===== config.mk =====
export PLATFORM = sky130hd
export DESIGN_NAME = ascii_load_sched_flat
export DESIGN_NICKNAME = d
export VERILOG_FILES = /design/src/rtl/ascii_load_sched_if.sv /design/src/rtl/ascii_load_sched.sv /design/src/flat_wrapper.sv
export SDC_FILE = /design/constraint.sdc
export NUM_CORES = 1
export LEC_CHECK = 0
export ABC_AREA = 0
export CAP_MARGIN = 40
export CORE_MARGIN = 2
export CORE_UTILIZATION = 55
export CTS_CLUSTER_SIZE = 20
export DETAILED_ROUTE_END_ITERATION = 16
export PLACE_DENSITY = 0.83
export RECOVER_POWER = 100
export SYNTH_ARGS = -nofsm -noshare
export SYNTH_HDL_FRONTEND = slang
export SYNTH_SLANG_ARGS = --single-unit

===== constraint.sdc =====
create_clock -name clk -period 5.9 [get_ports clk]
set_input_delay 0.59 -clock clk [delete_from_list [all_inputs] [get_ports clk]]
set_output_delay 0.59 -clock clk [all_outputs]
set_load 0.005 [all_outputs]

===== src/rtl/ascii_load_sched_if.sv =====
`default_nettype none
// =====================================================================
// ascii_load_sched_if : byte-stream bundle (HPS ioctl, UART, ACIA side)
// Revision            : 1.0
// =====================================================================
interface ascii_load_sched_if;
    logic       ioctl_download;
    logic       ioctl_wr;
    logic [7:0] ioctl_data;
    logic       ioctl_wait;
    logic       uart_valid;
    logic [7:0] uart_data;
    logic       out_valid;
    logic [7:0] out_data;
    logic       out_ready;

    modport master (
        output ioctl_download, ioctl_wr, ioctl_data,
        output uart_valid, uart_data, out_ready,
        input  ioctl_wait, out_valid, out_data
    );

    modport slave (
        input  ioctl_download, ioctl_wr, ioctl_data,
        input  uart_valid, uart_data, out_ready,
        output ioctl_wait, out_valid, out_data
    );
endinterface

`default_nettype wire


===== src/rtl/ascii_load_sched.sv =====
`default_nettype none
// =====================================================================
// ascii_load_sched : paces HPS file bytes (FIFO + char/line gaps) or
//                    passes UART bytes into the ACIA receive path.
// Option macro     : LOAD_LF_STRIP_EN discards file 0x0A bytes on write.
// Revision         : 1.0
// =====================================================================
module ascii_load_sched #(
    parameter int FIFO_AW  = 4,
    parameter int CHAR_GAP = 24000,
    parameter int LINE_GAP = 960000,
    parameter int GAP_W    = 24
) (
    input  logic              clk,
    input  logic              n_reset,
    input  logic              load_from,
    ascii_load_sched_if.slave bus,
    output logic              busy,
    output logic [7:0]        dropped
);

    localparam int CW    = FIFO_AW + 1;
    localparam int DEPTH = 1 << FIFO_AW;

    localparam logic [CW-1:0]    c_DEPTH    = CW'(DEPTH);
    localparam logic [CW-1:0]    c_WAIT_LVL = CW'(DEPTH - 1);
    localparam logic [GAP_W-1:0] c_CHAR_GAP = GAP_W'(CHAR_GAP);
    localparam logic [GAP_W-1:0] c_LINE_GAP = GAP_W'(LINE_GAP);
    localparam logic [GAP_W-1:0] c_GAP_ONE  = GAP_W'(1);

    localparam logic [1:0] c_IDLE      = 2'd0;
    localparam logic [1:0] c_FILE_SEND = 2'd1;
    localparam logic [1:0] c_FILE_GAP  = 2'd2;
    localparam logic [1:0] c_UART_PASS = 2'd3;

    logic [1:0]         r_state;
    logic [7:0]         r_mem [DEPTH];
    logic [FIFO_AW-1:0] r_wr_ptr;
    logic [FIFO_AW-1:0] r_rd_ptr;
    logic [CW-1:0]      r_count;
    logic               r_ioctl_wait;
    logic               r_hold_full;
    logic [7:0]         r_hold_data;
    logic               r_out_valid;
    logic [7:0]         r_out_data;
    logic [GAP_W-1:0]   r_gap;
    logic [7:0]         r_dropped;

    logic               w_lf_strip;
    logic               w_file_wr;
    logic               w_full;
    logic               w_fifo_empty;
    logic               w_push;
    logic               w_pop;
    logic               w_file_drop;
    logic [CW-1:0]      w_count_next;
    logic               w_hs;
    logic               w_uart_cap;
    logic               w_hold_clr;
    logic               w_uart_drop;
    logic [8:0]         w_drop_sum;
    logic [7:0]         w_head;
    logic               w_gap_done;

`ifdef LOAD_LF_STRIP_EN
    assign w_lf_strip = (bus.ioctl_data == 8'h0A);
`else
    assign w_lf_strip = 1'b0;
`endif

    assign w_file_wr    = bus.ioctl_wr & bus.ioctl_download & ~load_from & ~w_lf_strip;
    assign w_full       = (r_count == c_DEPTH);
    assign w_fifo_empty = (r_count == '0);
    assign w_hs         = r_out_valid & bus.out_ready;
    assign w_push       = w_file_wr & ~w_full;
    assign w_file_drop  = w_file_wr & w_full;
    assign w_pop        = (r_state == c_FILE_SEND) & w_hs;
    assign w_count_next = r_count + CW'(w_push) - CW'(w_pop);
    assign w_head       = r_mem[r_rd_ptr];

    assign w_uart_cap   = bus.uart_valid & load_from;
    assign w_hold_clr   = (r_state == c_UART_PASS) & w_hs;
    assign w_uart_drop  = w_uart_cap & r_hold_full & ~w_hold_clr;
    assign w_drop_sum   = {1'b0, r_dropped} + 9'(w_file_drop) + 9'(w_uart_drop);

    // r_gap counts the idle cycles still to go, including the current one
    assign w_gap_done   = (r_gap <= c_GAP_ONE);

    always_ff @(posedge clk) begin
        if (w_push) begin
            r_mem[r_wr_ptr] <= bus.ioctl_data;
        end
    end

    always_ff @(posedge clk or negedge n_reset) begin
        if (!n_reset) begin
            r_wr_ptr     <= '0;
            r_rd_ptr     <= '0;
            r_count      <= '0;
            r_ioctl_wait <= 1'b0;
        end else begin
            if (w_push) begin
                r_wr_ptr <= r_wr_ptr + 1'b1;
            end
            if (w_pop) begin
                r_rd_ptr <= r_rd_ptr + 1'b1;
            end
            r_count      <= w_count_next;
            // registered on the next count so one in-flight HPS write still fits
            r_ioctl_wait <= (w_count_next >= c_WAIT_LVL);
        end
    end

    always_ff @(posedge clk or negedge n_reset) begin
        if (!n_reset) begin
            r_hold_full <= 1'b0;
            r_hold_data <= 8'h00;
        end else if (w_uart_cap && (!r_hold_full || w_hold_clr)) begin
            r_hold_full <= 1'b1;
            r_hold_data <= bus.uart_data;
        end else if (w_hold_clr) begin
            r_hold_full <= 1'b0;
        end
    end

    always_ff @(posedge clk or negedge n_reset) begin
        if (!n_reset) begin
            r_dropped <= 8'h00;
        end else begin
            r_dropped <= w_drop_sum[8] ? 8'hFF : w_drop_sum[7:0];
        end
    end

    always_ff @(posedge clk or negedge n_reset) begin
        if (!n_reset) begin
            r_state     <= c_IDLE;
            r_out_valid <= 1'b0;
            r_out_data  <= 8'h00;
            r_gap       <= '0;
        end else begin
            case (r_state)
                c_IDLE: begin
                    if (!load_from && !w_fifo_empty) begin
                        r_state     <= c_FILE_SEND;
                        r_out_valid <= 1'b1;
                        r_out_data  <= w_head;
                    end else if (load_from && r_hold_full) begin
                        r_state     <= c_UART_PASS;
                        r_out_valid <= 1'b1;
                        r_out_data  <= r_hold_data;
                    end
                end
                c_FILE_SEND: begin
                    if (bus.out_ready) begin
                        r_state     <= c_FILE_GAP;
                        r_out_valid <= 1'b0;
                        r_gap       <= (r_out_data == 8'h0D) ? c_LINE_GAP : c_CHAR_GAP;
                    end
                end
                c_FILE_GAP: begin
                    if (w_gap_done) begin
                        if (!w_fifo_empty) begin
                            r_state     <= c_FILE_SEND;
                            r_out_valid <= 1'b1;
                            r_out_data  <= w_head;
                        end else begin
                            r_state <= c_IDLE;
                        end
                    end else begin
                        r_gap <= r_gap - c_GAP_ONE;
                    end
                end
                c_UART_PASS: begin
                    if (bus.out_ready) begin
                        r_state     <= c_IDLE;
                        r_out_valid <= 1'b0;
                    end
                end
                default: begin
                    r_state     <= c_IDLE;
                    r_out_valid <= 1'b0;
                end
            endcase
        end
    end

    assign bus.ioctl_wait = r_ioctl_wait;
    assign bus.out_valid  = r_out_valid;
    assign bus.out_data   = r_out_data;
    assign busy           = (r_state != c_IDLE);
    assign dropped        = r_dropped;

endmodule

`default_nettype wire


===== src/flat_wrapper.sv =====
// flat-port wrapper written by rule: the top's interface ports become plain ports
module ascii_load_sched_flat 
#(
    parameter int FIFO_AW  = 4,
    parameter int CHAR_GAP = 24000,
    parameter int LINE_GAP = 960000,
    parameter int GAP_W    = 24
)
  (clk, n_reset, load_from, busy, dropped, bus_ioctl_download, bus_ioctl_wr, bus_ioctl_data, bus_uart_valid, bus_uart_data, bus_out_ready, bus_ioctl_wait, bus_out_valid, bus_out_data);
  ascii_load_sched_if bus_i ();
  input  logic clk;
  input  logic n_reset;
  input  logic load_from;
  output logic busy;
  output logic [7:0] dropped;
  input wire logic [$bits(bus_i.ioctl_download)-1:0] bus_ioctl_download;
  input wire logic [$bits(bus_i.ioctl_wr)-1:0] bus_ioctl_wr;
  input wire logic [$bits(bus_i.ioctl_data)-1:0] bus_ioctl_data;
  input wire logic [$bits(bus_i.uart_valid)-1:0] bus_uart_valid;
  input wire logic [$bits(bus_i.uart_data)-1:0] bus_uart_data;
  input wire logic [$bits(bus_i.out_ready)-1:0] bus_out_ready;
  output wire logic [$bits(bus_i.ioctl_wait)-1:0] bus_ioctl_wait;
  output wire logic [$bits(bus_i.out_valid)-1:0] bus_out_valid;
  output wire logic [$bits(bus_i.out_data)-1:0] bus_out_data;
  assign bus_i.ioctl_download = bus_ioctl_download;
  assign bus_i.ioctl_wr = bus_ioctl_wr;
  assign bus_i.ioctl_data = bus_ioctl_data;
  assign bus_i.uart_valid = bus_uart_valid;
  assign bus_i.uart_data = bus_uart_data;
  assign bus_i.out_ready = bus_out_ready;
  assign bus_ioctl_wait = bus_i.ioctl_wait;
  assign bus_out_valid = bus_i.out_valid;
  assign bus_out_data = bus_i.out_data;
  ascii_load_sched #(.FIFO_AW(FIFO_AW), .CHAR_GAP(CHAR_GAP), .LINE_GAP(LINE_GAP), .GAP_W(GAP_W)) u_core (.clk(clk), .n_reset(n_reset), .load_from(load_from), .bus(bus_i), .busy(busy), .dropped(dropped));
endmodule

==> results of run 1 <==
[kinds of logic after synthesis]
family	Yosys count
DFF	194
and+or+nand+nor	159
AOI/OAI and AO/OA	111
muxes	59
buffers and inverters	55
xor gates and xnor gates	18
adders and majority gates	16
[stage by stage]
| stage | total power, mW | cells | hold slack, ns | setup WS, ns |
|---|---|---|---|---|
| final | 4.578 | 852 | 0.5105 | 2.048 |
| after global routing | 4.819 | 852 | 0.5396 | 1.669 |
| after CTS | 4.603 | 852 | 0.3534 | 2.655 |
| after detailed placement | 3.490 | 821 | 0.4911 | 2.228 |
| after global placement | 3.373 | 815 | 0.4759 | 2.432 |
| after floorplan | 2.991 | 612 | 0.2944 | 3.252 |
[path summary, 6_finish.rpt]
kind | end | slack, ns | from | cells past startpoint
worst max register to register | u_core.r_gap[9] | 2.05 | u_core.r_gap[17] | 6
worst min-delay path | u_core.bus.out_data[1] | 0.51 | u_core.r_hold_data[1] | 2
max in group asynchronous | u_core.r_hold_data[0] | 2.51 | n_reset | 2
min in group asynchronous | u_core.r_gap[4] | 1.42 | n_reset | 2
worst max-delay path | u_core.r_gap[9] | 2.05 | u_core.r_gap[17] | 6
worst min register to register | u_core.bus.out_data[1] | 0.51 | u_core.r_hold_data[1] | 2
[area by class of cell]
| type | count | share of cell area |
|---|---|---|
| Tap cell | 188 | 0.02431 |
| Inverter | 25 | 0.009700 |
| Clock inverter | 14 | 0.01384 |
| Sequential cell | 194 | 0.5680 |
| Multi-Input combinational cell | 363 | 0.2911 |
| Clock buffer | 17 | 0.04397 |
| Timing Repair Buffer | 51 | 0.04902 |
[worst reg2reg max path, delay by kind of cell, from the launching register on]
| family | cells | cell delay (ns) |
|---|---|---|
| and+or+nand+nor | 3 | 1.92 |
| buffers and inverters | 1 | 0.93 |
| AOI/OAI and AO/OA | 2 | 0.52 |
| DFF | 1 | 0.43 |
[cell usage after synthesis (8+ instances only)]
cell,instances
clkbuf_1,18
edfxtp_1,128
o211ai_1,13
mux2_2,40
nand3_1,14
nor3_1,12
nor2_1,29
dfrtp_1,66
and2_1,13
a21oi_1,20
mux4_2,19
inv_1,25
xnor2_1,8
o21ai_0,11
ha_1,14
xor2_1,10
o22ai_1,19
nand2_1,44
[state kept, by name (all words and copies together), names as in the netlist]
| register | flops |
|---|---|
| u_core.r_hold_full | 1 |
| u_core.r_rd_ptr | 4 |
| u_core.r_wr_ptr | 4 |
| u_core.r_gap | 24 |
| u_core.r_count | 5 |
| u_core.r_hold_data | 8 |
| u_core.bus.out_valid | 1 |
| u_core.r_mem | 128 |
| u_core.r_state | 2 |
| u_core.dropped | 8 |
| u_core.bus.out_data | 8 |
| u_core.bus.ioctl_wait | 1 |
[per-layer routing]
layer  track usage  part of all wire
met1        0.3118              0.41
met2        0.3887              0.49
met3       0.04865             0.070
met4       0.09207             0.026
met5             0                 0
[power groups by stage]
stage                     combinational, mW  sequential (mW)  clock [mW]
after floorplan                        1.13             1.86           0
after global placement                 1.39             1.98           0
after detailed placement               1.51             1.98           0
after CTS                              1.53             1.96        1.11
after global routing                   1.66             2.00        1.16
final                                  1.52             1.96        1.11
==> results.json, run 1 <==
{
  "path_clk_slew_ns": 0.07,
  "pwr-share-clk": 0.241,
  "drtPass1Iterations": 5,
  "hold_class": "reg -> reg",
  "die-width_microns": 128.7,
  "antenna_found_initial": 0,
  "dieArea_sq_um": 16570,
  "clk_latency_ns": 0.45,
  "first_iter_violations": 516,
  "antenna_left": 0,
  "max_slew_margin": -1.334,
  "critPathSlowestCell": "nor4_1",
  "ys_seq_area_frac": 0.6424,
  "fillers": 1031,
  "clkSinkCount": 194,
  "coreArea_sq_um": 15200,
  "clock.fmax_mhz": 259.6,
  "rsz0062_at_grt": "false",
  "via_count": 5485,
  "failed_checks": "capacitance limit, slew limit",
  "slowest_delay_ns": 0.96,
  "max-clock-path-buffers": 2,
  "worstSetupEndpointType": "register",
  "portBuffers": 41,
  "diodes": 0,
  "post-route-drc-count": 0,
  "crit_type": "reg -> reg",
  "startpoint_type": "register",
  "final_common_cell": "edfxtp_1",
  "period_minus_slack_ns": 3.852,
  "synth-adder-area-share": 0.02516,
  "netlist_instances": 612,
  "synth_top_family_by_area": "multiplexers",
  "io_pins": 42,
  "ys_seq_elements": 194,
  "synth_cell_types": 58,
  "placed_area_sq_um": 9144,
  "power_density_nw_per_um2": 473.3,
  "drt-vias-per-instance": 6.438,
  "cp_cell_sequence": "nor4_1 -> nand3_1 -> o21ai_0 -> clkbuf_1 -> and2_0 -> o22a_1",
  "setup_viol": 0,
  "p_comb_frac": 0.331,
  "htreeDepth": 4,
  "crit_buf_inv": 1,
  "net-switching-power_mw": 1.627,
  "synth-simple-area-share": 0.09712,
  "synth-edff-count": 128,
  "grt_max_degree": 67,
  "crit_family": "simple AND/OR/NAND/NOR gates",
  "cts_made_buffers": 17,
  "grtUsageTotal": 0.2361,
  "drt_wl_total_microns": 18580,
  "grt_pass1_wl_microns": 29390,
  "initial_core_util": 0.5627,
  "synth.area.mux_share": 0.1027,
  "cp_max_fo": 33,
  "rows": 45,
  "dp_hpwl_microns": 12220,
  "final_max_slew_viol_count": 98,
  "synthesis.nets": 651,
  "skew_ns": 0.008533,
  "drv_cap": 2,
  "period_share": 0.6529,
  "synthFlopType": "edfxtp_1",
  "synth_xor_area_frac": 0.01843,
  "syn-cell-area_sq_um": 8554,
  "synth_top_cell_area_share": 0.4493,
  "p_int_mw": 2.951,
  "finish.utilization": 0.6364,
  "p_seq_frac": 0.428,
  "tns_ns": 0,
  "multi_input_area_sq_um": 2816,
  "status": "finished, violations left",
  "synth_warnings": 0,
  "worst_slew_pin_slew_ns": 3.500,
  "vdd_ir_drop_max_uv": 249.2,
  "hold_viol_final": 0,
  "cts_hold_buf": 0,
  "ff_latch_area_sq_um": 5495,
  "syn2layout_area_growth_pct": 13.09,
  "async_flop_share": 0.3402,
  "p_leak_nw": 3.498,
  "place.gp.congestion": 0.8130,
  "netSwitchingFraction": 0.3554,
  "clockRootBuffer": "clkbuf_16",
  "required_ns": 6.29,
  "ys_top_cells_by_area": "edfxtp_1 (45%), dfrtp_1 (19%), mux2_2 (5.3%)",
  "nets": 691,
  "drive_gt1_frac": 0.1476,
  "cts_tree": "done",
  "die_height_microns": 128.7,
  "postCtsSetupBuffers": 0,
  "gr-total-overflow": 0,
  "worstPathArrival_ns": 4.24,
  "layout_common_cells": "edfxtp_1 (128), dfrtp_1 (66), nand2_1 (44)",
  "post-synth-top-area-cell": "edfxtp_1",
  "synth_compound_area_frac": 0.08717,
  "ctsResizeCount": 0,
  "stdcell_area_sq_um": 9674,
  "wl_per_cell_microns": 21.81,
  "synth_area_per_cell_sq_um": 13.98,
  "grt_pass1_vias": 5494
}
Power figures use the tool's default switching activity.
==> run 2: changes to the inputs <==
--- a/config.mk
+++ b/config.mk
@@ -8,10 +8,10 @@
 export ABC_AREA = 0
 export CAP_MARGIN = 40
 export CORE_MARGIN = 2
-export CORE_UTILIZATION = 55
+export CORE_UTILIZATION = 54
 export CTS_CLUSTER_SIZE = 20
 export DETAILED_ROUTE_END_ITERATION = 16
-export PLACE_DENSITY = 0.83
+export PLACE_DENSITY = 0.85
 export RECOVER_POWER = 100
 export SYNTH_ARGS = -nofsm -noshare
 export SYNTH_HDL_FRONTEND = slang
==> constraint.sdc (replaced) <==
create_clock -name clk -period 3.5 [get_ports clk]
set_input_delay 0.35 -clock clk [delete_from_list [all_inputs] [get_ports clk]]
set_output_delay 0.35 -clock clk [all_outputs]
set_load 0.005 [all_outputs]
==> results.json, run 2 (synthesis gave the netlist of run 1 again) <==
{
  "required_ns": 3.82,
  "portBuffers": 41,
  "clkSinkCount": 194,
  "largest_reg_flops": 128,
  "worstSetupEndpointType": "register",
  "final_common_cell": "edfxtp_1",
  "postCtsSetupBuffers": 0,
  "finalWorstSetupSlack_ns": 0.4723,
  "dp_hpwl_microns": 12500,
  "status": "finished, violations left",
  "drt-vias-per-instance": 6.192,
  "placed_area_sq_um": 9206,
  "ff_latch_area_sq_um": 5495,
  "place_ws_ns": 0.5805,
  "period_share": 0.8651,
  "via_count": 5492,
  "wl_per_cell_microns": 21.55,
  "die-width_microns": 129.9,
  "path_clk_slew_ns": 0.07,
  "holdWs_ns": 0.5164,
  "gr-total-overflow": 0,
  "power_density_nw_per_um2": 804.2,
  "grt_max_degree": 37,
  "crit_type": "reg -> reg",
  "rows": 46,
  "setup_viol": 0,
  "clock.fmax_mhz": 330.3,
  "diodes": 0,
  "grtUsageTotal": 0.2363,
  "worst_slew_pin_slew_ns": 1.685,
  "place.gp.congestion": 0.8693,
  "clk_latency_ns": 0.44,
  "r2r_slack_ns": 0.47,
  "antenna_left": 0,
  "io_pins": 42,
  "period_minus_slack_ns": 3.028,
  "skew_ns": 0.01180,
  "finish.utilization": 0.6251,
  "failed_checks": "capacitance limit, slew limit",
  "stdcell_area_sq_um": 9786,
  "regMostFlops": "u_core.r_mem",
  "drtPass1Iterations": 7,
  "fillers": 1105,
  "critical_path.startpoint": "u_core.r_rd_ptr[0]",
  "grt_pass1_vias": 5447,
  "hold_viol_final": 0,
  "drive_gt1_frac": 0.1535,
  "rsz0062_at_grt": "false",
  "r2r_end": "u_core.bus.out_data[5]",
  "clockRootBuffer": "clkbuf_16",
  "nets": 697,
  "placed_cells": 854,
  "largestRegisters": "u_core.r_mem (128), u_core.r_gap (24)",
  "die_height_microns": 129.9,
  "finalPower_mw": 7.870,
  "initial_core_util": 0.5464,
  "cts_made_buffers": 17,
  "multi_input_area_sq_um": 2816,
  "drv_cap": 1,
  "first_iter_violations": 596,
  "stdcell_count": 887,
  "max_slew_margin": -0.1230,
  "coreArea_sq_um": 15660,
  "drt_wl_total_microns": 19110,
  "htreeDepth": 4,
  "final_max_slew_viol_count": 32,
  "dieArea_sq_um": 16860,
  "r2r_start": "u_core.r_rd_ptr[0]",
  "p_leak_nw": 3.532,
  "max-clock-path-buffers": 2,
  "worstPathArrival_ns": 3.35,
  "hold_class": "reg -> reg",
  "vdd_ir_drop_max_uv": 417.3,
  "reg2regPathDepth": 4,
  "syn2layout_area_growth_pct": 14.39,
  "endpoint": "u_core.bus.out_data[5]",
  "cp_max_fo": 26,
  "startpoint_type": "register",
  "cts_tree": "done",
  "tns_ns": 0,
  "ctsResizeCount": 0,
  "layout_common_cells": "edfxtp_1 (128), dfrtp_1 (66), nand2_1 (44)",
  "post-route-drc-count": 0,
  "grt_pass1_wl_microns": 29940,
  "antenna_found_initial": 0
}
==> run 2: cell types whose count changed in the layout (fill, tap and decap cells not counted), sizes merged <==
cell	before	now
clkinv	3	4
clkbuf	24	26
clkinvlp	1	2
clkdlybuf4s50	12	13
bufinv	0	1
inv	35	32
buf	4	8
==> run 2: routing by layer <==
metal	GRT usage	routed length (microns)	part of all wire
met5	0	0	0
met4	0.08096	511	0.027
met3	0.06929	1541	0.081
met2	0.3828	9408	0.49
met1	0.3081	7650	0.40
==> run 2: worst max-delay path: stages, from the launching register on <==
cell	delay [ns]
dfrtp_1	1.19
mux4_2	0.66
mux4_2	0.51
mux2_2	0.29
mux2_2	0.26
==> run 2: layout make-up <==
type | instances | area share
sequential | 194 | 0.5616
multi-input combinational | 363 | 0.2878
inverter | 25 | 0.009590
tap | 216 | 0.02762
clock inverter | 14 | 0.01828
clock buffer | 18 | 0.04386
timing repair buffer | 57 | 0.05127
==> run 2: worst min path at each step <==
| stage | startpoint | end | slack, ns | depth (start not counted) |
|---|---|---|---|---|
| after CTS | n_reset | u_core.r_gap[2] | 0.52 | 2 |
| final | u_core.r_hold_data[2] | u_core.r_hold_data[2] | 0.52 | 1 |
| after global routing | bus_uart_data[0] | u_core.r_hold_data[0] | 0.53 | 2 |
| after detailed placement | n_reset | u_core.r_gap[1] | 0.44 | 1 |
| after floorplan | n_reset | u_core.bus.ioctl_wait | 0.05 | 0 |
| after global placement | n_reset | u_core.r_gap[0] | 0.41 | 1 |
==> run 2: timing repair <==
item                                    in CTS  in global routing
endpoints found under the setup margin       0                  0
hold buffers                                 1                  0
endpoints found under the hold margin       30                  0
==> run 2: where the power goes <==
part           internal (mW)  switching, mW
clock network           1.03          0.930
logic                   1.21           1.38
registers               2.83          0.484
total                   5.07           2.80
